<file path="src/rtl/adder_share_arbiter.sv">
// adder_share_arbiter: round-robin share of one 32-bit Sklansky adder, with owner lock for multi-word carry chains.
// Latency: grant is combinational in the request cycle; sum/carry/id are registered one cycle later.
// Backpressure: requesters hold req until gnt; the result path has none (consumer samples on res_valid).
module adder_share_arbiter #(
  parameter int NREQ    = 4,
  parameter int IDW     = 2,
  parameter int TIMEOUT = 15
) (
  input  logic                 clk,
  input  logic                 rst_n,
  input  logic [NREQ-1:0]      req,
  input  logic [NREQ-1:0]      req_last,
  input  logic [32*NREQ-1:0]   A_in,
  input  logic [32*NREQ-1:0]   B_in,
  input  logic [NREQ-1:0]      Cin_in,
  output logic [NREQ-1:0]      gnt,
  output logic                 res_valid,
  output logic [IDW-1:0]       res_id,
  output logic [31:0]          S_out,
  output logic                 Cout_out,
  output logic                 lock_err
);

  localparam int CW = $clog2(TIMEOUT + 1);

  typedef enum logic {ST_IDLE = 1'b0, ST_LOCKED = 1'b1} state_t;

  state_t          r_state;
  state_t          w_next_state;
  logic [IDW-1:0]  r_rr_ptr;
  logic [IDW-1:0]  r_owner;
  logic [IDW-1:0]  r_res_id;
  logic            r_chain_c;
  logic            r_res_valid;
  logic            r_cout;
  logic [31:0]     r_sum;
  logic [CW-1:0]   r_idle_cnt;

  logic            w_grant;
  logic            w_timeout;
  logic [IDW-1:0]  w_sel;
  logic [IDW-1:0]  w_next_ptr;
  logic [31:0]     w_a;
  logic [31:0]     w_b;
  logic            w_cin;
  logic            w_last;
  logic [32:0]     w_add;

  // Sklansky prefix adder: carry-in is folded into bit 0's generate, so the
  // group generate of [i:0] is directly the carry out of bit i.
  function automatic logic [32:0] sklansky_add(input logic [31:0] a,
                                               input logic [31:0] b,
                                               input logic        cin);
    logic [31:0] hp, g, p, gn, pn;
    hp    = a ^ b;
    g     = a & b;
    g[0]  = g[0] | (hp[0] & cin);
    p     = hp;
    for (int l = 0; l < 5; l++) begin
      gn = g;
      pn = p;
      for (int i = 0; i < 32; i++) begin
        if (((i >> l) & 1) == 1) begin
          gn[i] = g[i] | (p[i] & g[((i >> l) << l) - 1]);
          pn[i] = p[i] & p[((i >> l) << l) - 1];
        end
      end
      g = gn;
      p = pn;
    end
    return {g[31], hp ^ {g[30:0], cin}};
  endfunction

  // Arbitration and next state: round-robin search while idle, owner-only while locked.
  always_comb begin
    int idx;
    idx          = 0;
    w_grant      = 1'b0;
    w_timeout    = 1'b0;
    w_sel        = r_owner;
    w_next_state = r_state;
    if (rst_n) begin
      if (r_state == ST_IDLE) begin
        for (int i = 0; i < NREQ; i++) begin
          idx = int'(r_rr_ptr) + i;
          if (idx >= NREQ) idx = idx - NREQ;
          if (!w_grant && req[IDW'(idx)]) begin
            w_grant = 1'b1;
            w_sel   = IDW'(idx);
          end
        end
        if (w_grant && !req_last[w_sel]) w_next_state = ST_LOCKED;
      end else begin
        if (req[r_owner]) begin
          w_grant = 1'b1;
          if (req_last[r_owner]) w_next_state = ST_IDLE;
        end else if (r_idle_cnt == CW'(TIMEOUT)) begin
          // Owner stalled too long: release without granting anyone this cycle.
          w_timeout    = 1'b1;
          w_next_state = ST_IDLE;
        end
      end
    end
  end

  assign w_next_ptr = (w_sel == IDW'(NREQ - 1)) ? '0 : w_sel + 1'b1;
  assign w_a        = A_in[{w_sel, 5'd0} +: 32];
  assign w_b        = B_in[{w_sel, 5'd0} +: 32];
  // Later beats of a locked operation continue the chain; their own Cin is ignored.
  assign w_cin      = (r_state == ST_LOCKED) ? r_chain_c : Cin_in[w_sel];
  assign w_last     = req_last[w_sel];
  assign w_add      = sklansky_add(w_a, w_b, w_cin);

  assign gnt        = w_grant ? (NREQ'(1) << w_sel) : '0;
  assign lock_err   = w_timeout;
  assign res_valid  = r_res_valid;
  assign res_id     = r_res_id;
  assign S_out      = r_sum;
  assign Cout_out   = r_cout;

  // FSM state register.
  always_ff @(posedge clk or negedge rst_n) begin
    if (!rst_n) r_state <= ST_IDLE;
    else        r_state <= w_next_state;
  end

  // Result stage, chain carry, round-robin pointer and lock idle counter.
  always_ff @(posedge clk or negedge rst_n) begin
    if (!rst_n) begin
      r_res_valid <= 1'b0;
      r_res_id    <= '0;
      r_sum       <= '0;
      r_cout      <= 1'b0;
      r_chain_c   <= 1'b0;
      r_rr_ptr    <= '0;
      r_owner     <= '0;
      r_idle_cnt  <= '0;
    end else begin
      r_res_valid <= w_grant;
      if (w_grant) begin
        r_sum      <= w_add[31:0];
        r_cout     <= w_add[32];
        r_res_id   <= w_sel;
        r_chain_c  <= w_add[32];
        r_idle_cnt <= '0;
        if (r_state == ST_IDLE) r_owner <= w_sel;
        if (w_last)             r_rr_ptr <= w_next_ptr;
      end else if (w_timeout) begin
        r_chain_c  <= 1'b0;
        r_rr_ptr   <= w_next_ptr;
        r_idle_cnt <= '0;
      end else if (r_state == ST_LOCKED) begin
        r_idle_cnt <= r_idle_cnt + 1'b1;
      end
    end
  end

endmodule

</file>
<file path="config.mk">
export PLATFORM = sky130hd
export DESIGN_NAME = adder_share_arbiter
export DESIGN_NICKNAME = d
export VERILOG_FILES = /design/src/rtl/adder_share_arbiter.sv
export SDC_FILE = /design/constraint.sdc
export NUM_CORES = 1
export LEC_CHECK = 0
export CORE_ASPECT_RATIO = 1.5
export CORE_MARGIN = 2
export CORE_UTILIZATION = 25
export CTS_BUF_LIST = sky130_fd_sc_hd__clkbuf_2 sky130_fd_sc_hd__clkbuf_4 sky130_fd_sc_hd__clkbuf_8
export CTS_CLUSTER_SIZE = 24
export DETAILED_ROUTE_END_ITERATION = 7
export GPL_ROUTABILITY_DRIVEN = 0
export PLACE_DENSITY = 0.67
export SLEW_MARGIN = 20
export SYNTH_ARGS = -nofsm -noshare
export SYNTH_HDL_FRONTEND = slang
export SYNTH_SLANG_ARGS = --single-unit
</file>
<file path="constraint.sdc">
create_clock -name clk -period 6.4 [get_ports clk]
set_input_delay 0.96 -clock clk [delete_from_list [all_inputs] [get_ports clk]]
set_output_delay 0.96 -clock clk [all_outputs]
set_load 0.005 [all_outputs]
</file>
---- Yosys cells after proc, flatten, opt, wreduce, memory -nomap -nowiden ----
Cells that the tools add are included.
word-level totals
  register bits ........................... 46
  bits of input ports ..................... 270
  output and inout port bits .............. 41
  word-level logic and storage cells ...... 339
operators by class
  add/sub/neg operators ................... 9
  $lt $le $gt $ge ......................... 11
  equal/unequal tests ..................... 3
  shift operators ......................... 3
  muxes and demuxes ....................... 77
  bitwise logic cells ..................... 215
  reduce and logical (&&, ||, !) cells .... 12
operators with widths
  cell                 number
  $shiftx 128x8->32    2
  $and 1x1->1          130
  $or 1x1->1           81
  $xor 32x32->32       2
  $mux 2               24
  $mux 1               40
  $and 32x32->32       1
  $bmux 1 s2           9
  $lt 2x4->1 const B   4
  $mux 4               4
  $ge 3x3->1 const B   3
  $lt 2x3->1 const B   3
  $sub 2x1->2 const B  4
  $add 2x2->3 const B  2
  $add 4x1->4 const B  1
  $eq 4x4->1 const B   1
  $logic_and 1x1->1    4
  $logic_not 1->1      4
  $reduce_and 2->1     2
  $shl 1x2->4 const A  1
  $add 2x1->3 const B  1
  $ge 2x3->1 const B   1
  $reduce_bool 3->1    1
  $add 2x1->2 const B  1
  other kinds (4)      4

---- Longest topological paths before layout ----
Gate-level depths: netlist of run 1.
  word-level depth ........................ 43
  gate-level depth with buffers ........... 20
  mapped depth without buffers ............ 18

---- Worst setup path after synthesis of run 1 ----
No wires, ideal clock.
  path type ............................... input to register
  from .................................... input port req[1]
  to ...................................... register r_sum[30] (netlist: S_out[30])
  library setup time ...................... 120 ps
  arrival time ............................ 5,208 ps
  data required time ...................... 6,280 ps
  path slack .............................. 1,072 ps
  stages .................................. 18
  buffers on the path ..................... 1
  cell sequence ........................... or3b_1 > a21oi_2 > nor2_1 > a211oi_2 > inv_2 > buf_2 > nand2_1 > and3_1 > o31ai_1 > fa_1 > fa_1 > a211oi_1 > o211ai_1 > a2bb2oi_1 > o21ai_1 > and4_1 > or4_1 > a31o_2
on the way
  cells in the longest elaborated chain, start to end .. 39
  elaborated cells between the ends (all ways) .. 135
  classes of those cells .................. shift (2); mux (40); bitwise (87); reduce/logical (6)
ends and longest elaborated chain
  what                                                 RTL line  source
  from (decl)                                          11        input logic [NREQ-1:0] req,
  branches (longest 39 deep; another with $bmux 1 s2)  n/a
  to (signal assigned)                                 141       r_sum <= w_add[31:0];
  to (decl)                                            36        logic [31:0] r_sum;
Several ways; the timed one is not identified. The select of a mux whose other input is x is not followed.
A chain may end at the register's enable or synchronous reset.

---- Worst setup path in the final report of run 1 ----
  from .................................... input port req[3]
  to ...................................... register r_sum[26] (netlist: S_out[26])
Same word-level chain as after synthesis.

==> flow_summary.yaml, run 1 <==
logic_synthesis:
  syn-num-nets: 1171
  avgSynthCellArea_um2: 6.67
  synth.mux.area_fraction_pct: 2.64
  ys_seq_area_share_pct: 20.1
  synth_edf_count: 0
  syn_area_um2: 5740
  yosys.area_share.simple_pct: 37.7
  yosysWarnings: 0
  synth_top_family_by_area: "simple AND/OR/NAND/NOR gates"
  synth_compound_area_share_pct: 21.8
  synthFlopType: "dfrtp_1"
  ys_ff_latch: 46
  synthDistinctLibCells: 62
  synth_adder_area_share_pct: 9.73
  synth-xor-area-share_pct: 2.44
  synthCells: 860
  async_reset_ff_share_pct: 100
job:
  drv_cap: 0
place:
  dp_slack_ns: 0.238
  dp_cells: 1404
  io_buffers: 310
  place_hpwl_mm: 18.6
global_routing:
  grt_pass1_vias: 7032
  grt_use_total_pct: 18.6
  grt_pass1_wl_mm: 36.2
  grt_max_degree: 77
  antenna_found_initial: 0
  grt_overflow: 0
routing:
  wl_per_cell_um: 16.5
  ant_nets: 0
  drt-total-wl_mm: 23.3
  dr.pass1.iters: 5
  drt_iter0_markers: 366
  vias_per_cell: 5.05
  drc: 0
  vias: 7135
timing:
  fin_setup_tns_ns: 0
  rsz0062_at_grt: "no"
  setup_slack_ns: 0.583
  setup_viol: 0
  period_share_pct: 90.9
  hold_slack_ns: 0.480
  slew_headroom_pct: 38.7
  max_freq_mhz: 172
  hold_violations: 0
  worst_pin_slew_ns: 0.919
  skew_ns: 0.0156
  post-route-min-period_ns: 5.82
  slew_violations: 0
clocking:
  cts_setup_buffers: 0
  root_buffer: "clkbuf_8"
  postCtsHoldBufs: 0
  htree_levels: 2
  cts_sinks: 46
  cts-buffers-inserted: 5
  path_clk_slew_ns: 0.11
  cts.repair.resized: 0
  clk_latency_ns: 0.31
  cts_tree: "yes"
  clk_path_buf_depth: 2
cells_and_area:
  nets: 1446
  drive_above_1_share_pct: 4.23
  antenna_cells: 0
  finalNonFillerCells: 1412
  area_growth_pct: 59.9
worst_hold_path:
  min_from: "S_out[15]"
  hold_path_depth: 2
  hold_class: "flip-flop to flip-flop"
  hold_path_end: "S_out[15]"
worst_setup_path:
  cp-end-kind: "flip-flop"
  timing.critical_path.buf_inv: 4
  crit_fanout: 12
  rr_worst_depth: 19
  path_class: "primary input to flip-flop"
  crit_slowest_cell: "clkdlybuf4s50_1"
  r2r_slack_ns: 1.13
  timing.rr.end: "S_out[26]"
  critPathLaunchType: "primary input"
  cp.required_ns: 6.61
  path_cells: "clkdlybuf4s50_1 -> nand2b_1 -> o32a_1 -> a211oi_2 -> a211oi_4 -> buf_4 -> nand2_1 -> and3_1 -> o31ai_1 -> fa_1 -> fa_1 -> a211oi_1 -> o211ai_1 -> a2bb2oi_1 -> buf_4 -> o21ai_1 -> buf_4 -> a211o_1 -> a21o_1 -> a221o_1"
  rr_startpoint: "r_rr_ptr[1]"
  arrival_ns: 6.03
  cpMostUsedCell: "buf_4"
  cpPeakStageDelay_ns: 0.60
  critPathTopFamily: "compound AO/OA/AOI/OAI gates"
die:
  die_x_um: 128
  core_um2: 22500
  rows: 67
  boundaryPins: 311
  start_util_pct: 25.5
  die_h_um: 190
  dieArea_um2: 24200
power:
  cellPowerDensity_nw_per_um2: 582
  power.total_w: 0.00534
  p_leak_nw: 4.00
  ir_drop_v: 0.000254
status:
  status: "completed"
[how the worst max path moves through the flow]
stage / to / start / cells after the start / slack (ns)
after floorplan: S_out[30] / req[1] / 18 / 1.07
after global placement: S_out[26] / req[3] / 20 / 0.31
after detailed placement: S_out[26] / req[3] / 20 / 0.24
after CTS: S_out[26] / req[3] / 20 / 0.59
after global routing: S_out[27] / req[3] / 20 / 0.15
final: S_out[26] / req[3] / 20 / 0.58
[power breakdown]
part / total, W / internal (W) / switching [W] / leakage, nW
logic: 0.00458 / 0.00202 / 0.00256 / 3.40
registers: 0.000560 / 0.000448 / 0.000112 / 0.562
clock network: 0.000197 / 0.0000785 / 0.000118 / 0.0408
[cell type report]
class                      instances  area [µm²]
tap                              276         345
multi-input combinational        737        4280
fill                            2332       13300
sequential                        46        1150
inverter                          16        62.6
clock inverter                     3        23.8
timing repair buffer             329        3240
clock buffer                       5        68.8
[cell usage in the layout (no fill, tap or decap), types with 5 or more instances in the layout]
cell / synthesis / layout
nor3b_1: 9 / 9
a31o_2: 5 / 5
nand3_1: 18 / 18
dfrtp_1: 46 / 46
o21ai_0: 31 / 31
ha_1: 35 / 35
clkdlybuf4s50_1: 0 / 309
clkbuf_8: 0 / 5
and3_1: 63 / 63
mux2i_1: 5 / 5
a31oi_1: 58 / 58
inv_1: 15 / 14
o211ai_1: 5 / 5
nand2_1: 317 / 317
and2_1: 12 / 12
nor2_1: 19 / 19
buf_4: 0 / 19
xor2_1: 6 / 6
xnor2_1: 10 / 10
a21oi_1: 30 / 30
o31ai_1: 7 / 7
nand2b_1: 8 / 8
a21o_1: 10 / 10
or3_1: 5 / 5
a211oi_1: 10 / 10
fa_1: 6 / 6
[tightest hold or removal path: cells and delay by family (launching register included)]
kind	cells	cell delay (ns)
flops	1	0.35
simple gates	2	0.10
[cells in the mapped netlist, types with 4 or more instances]
cell | n | area [µm²]
o211ai_1 | 5 | 37.5
a21oi_1 | 30 | 150
xnor2_1 | 10 | 87.6
xor2_1 | 6 | 52.6
fa_1 | 6 | 120
a31o_2 | 5 | 43.8
nand4_1 | 4 | 25.0
nand3b_1 | 4 | 30.0
a31oi_1 | 58 | 363
nand3_1 | 18 | 90.1
ha_1 | 35 | 438
mux2i_1 | 5 | 50.1
and3_1 | 63 | 394
nand2b_1 | 8 | 50.1
a21o_1 | 10 | 75.1
inv_1 | 15 | 56.3
a211oi_1 | 10 | 75.1
dfrtp_1 | 46 | 1150
nor2_1 | 19 | 71.3
or4_1 | 4 | 30.0
and2_1 | 12 | 75.1
o21ai_0 | 31 | 155
o31ai_1 | 7 | 52.6
nor3_1 | 4 | 20.0
or3_1 | 5 | 31.3
a2111oi_0 | 4 | 35.0
buf_2 | 23 | 115
clkbuf_1 | 33 | 124
buf_1 | 5 | 18.8
nor3b_1 | 9 | 67.6
mux2_2 | 4 | 45.0
nand2_1 | 317 | 1190
nor2b_1 | 4 | 25.0
[cells by family (layout without fill, tap and decap cells)]
logic type      Yosys count  in the layout
buf+inv                  77            353
simple gates            479            479
fa+ha+maj                41             41
xor+xnor                 16             16
flops                    46             46
mux                      12             12
compound gates          189            189
[sequential cells by signal, indices dropped and copies added (netlist names)]
name        cells
r_state         1
r_rr_ptr        2
r_chain_c       1
res_id          2
S_out          32
r_idle_cnt      4
res_valid       1
r_owner         2
Cout_out        1
[per-layer routing]
layer / wire length [µm] / global-route usage, % / share of wire, % / vias up
li1: - / - / - / 3557
met1: 9080 / 20.9 / 39 / 3264
met2: 11800 / 34.4 / 51 / 261
met3: 1330 / 2.60 / 5.7 / 53
met4: 1040 / 8.33 / 4.5 / 0
met5: 0 / 0 / 0 / -
[metrics by stage]
step	utilization [%]	cell area [µm²]
floorplan	-	5740
global placement	40.4	9080
detailed placement	40.4	9080
CTS	40.8	9170
global route	40.8	9170
finish	40.8	9170
No activity file was read; power rests on OpenSTA's default activity.
==> inputs of run 2 (changes only) <==
--- a/config.mk
+++ b/config.mk
@@ -17,3 +17,4 @@
 export SYNTH_ARGS = -nofsm -noshare
 export SYNTH_HDL_FRONTEND = slang
 export SYNTH_SLANG_ARGS = --single-unit
+export TNS_END_PERCENT = 100
==> results of run 2 <==
The final DEF is identical to that of run 1; final timing and power are the same.
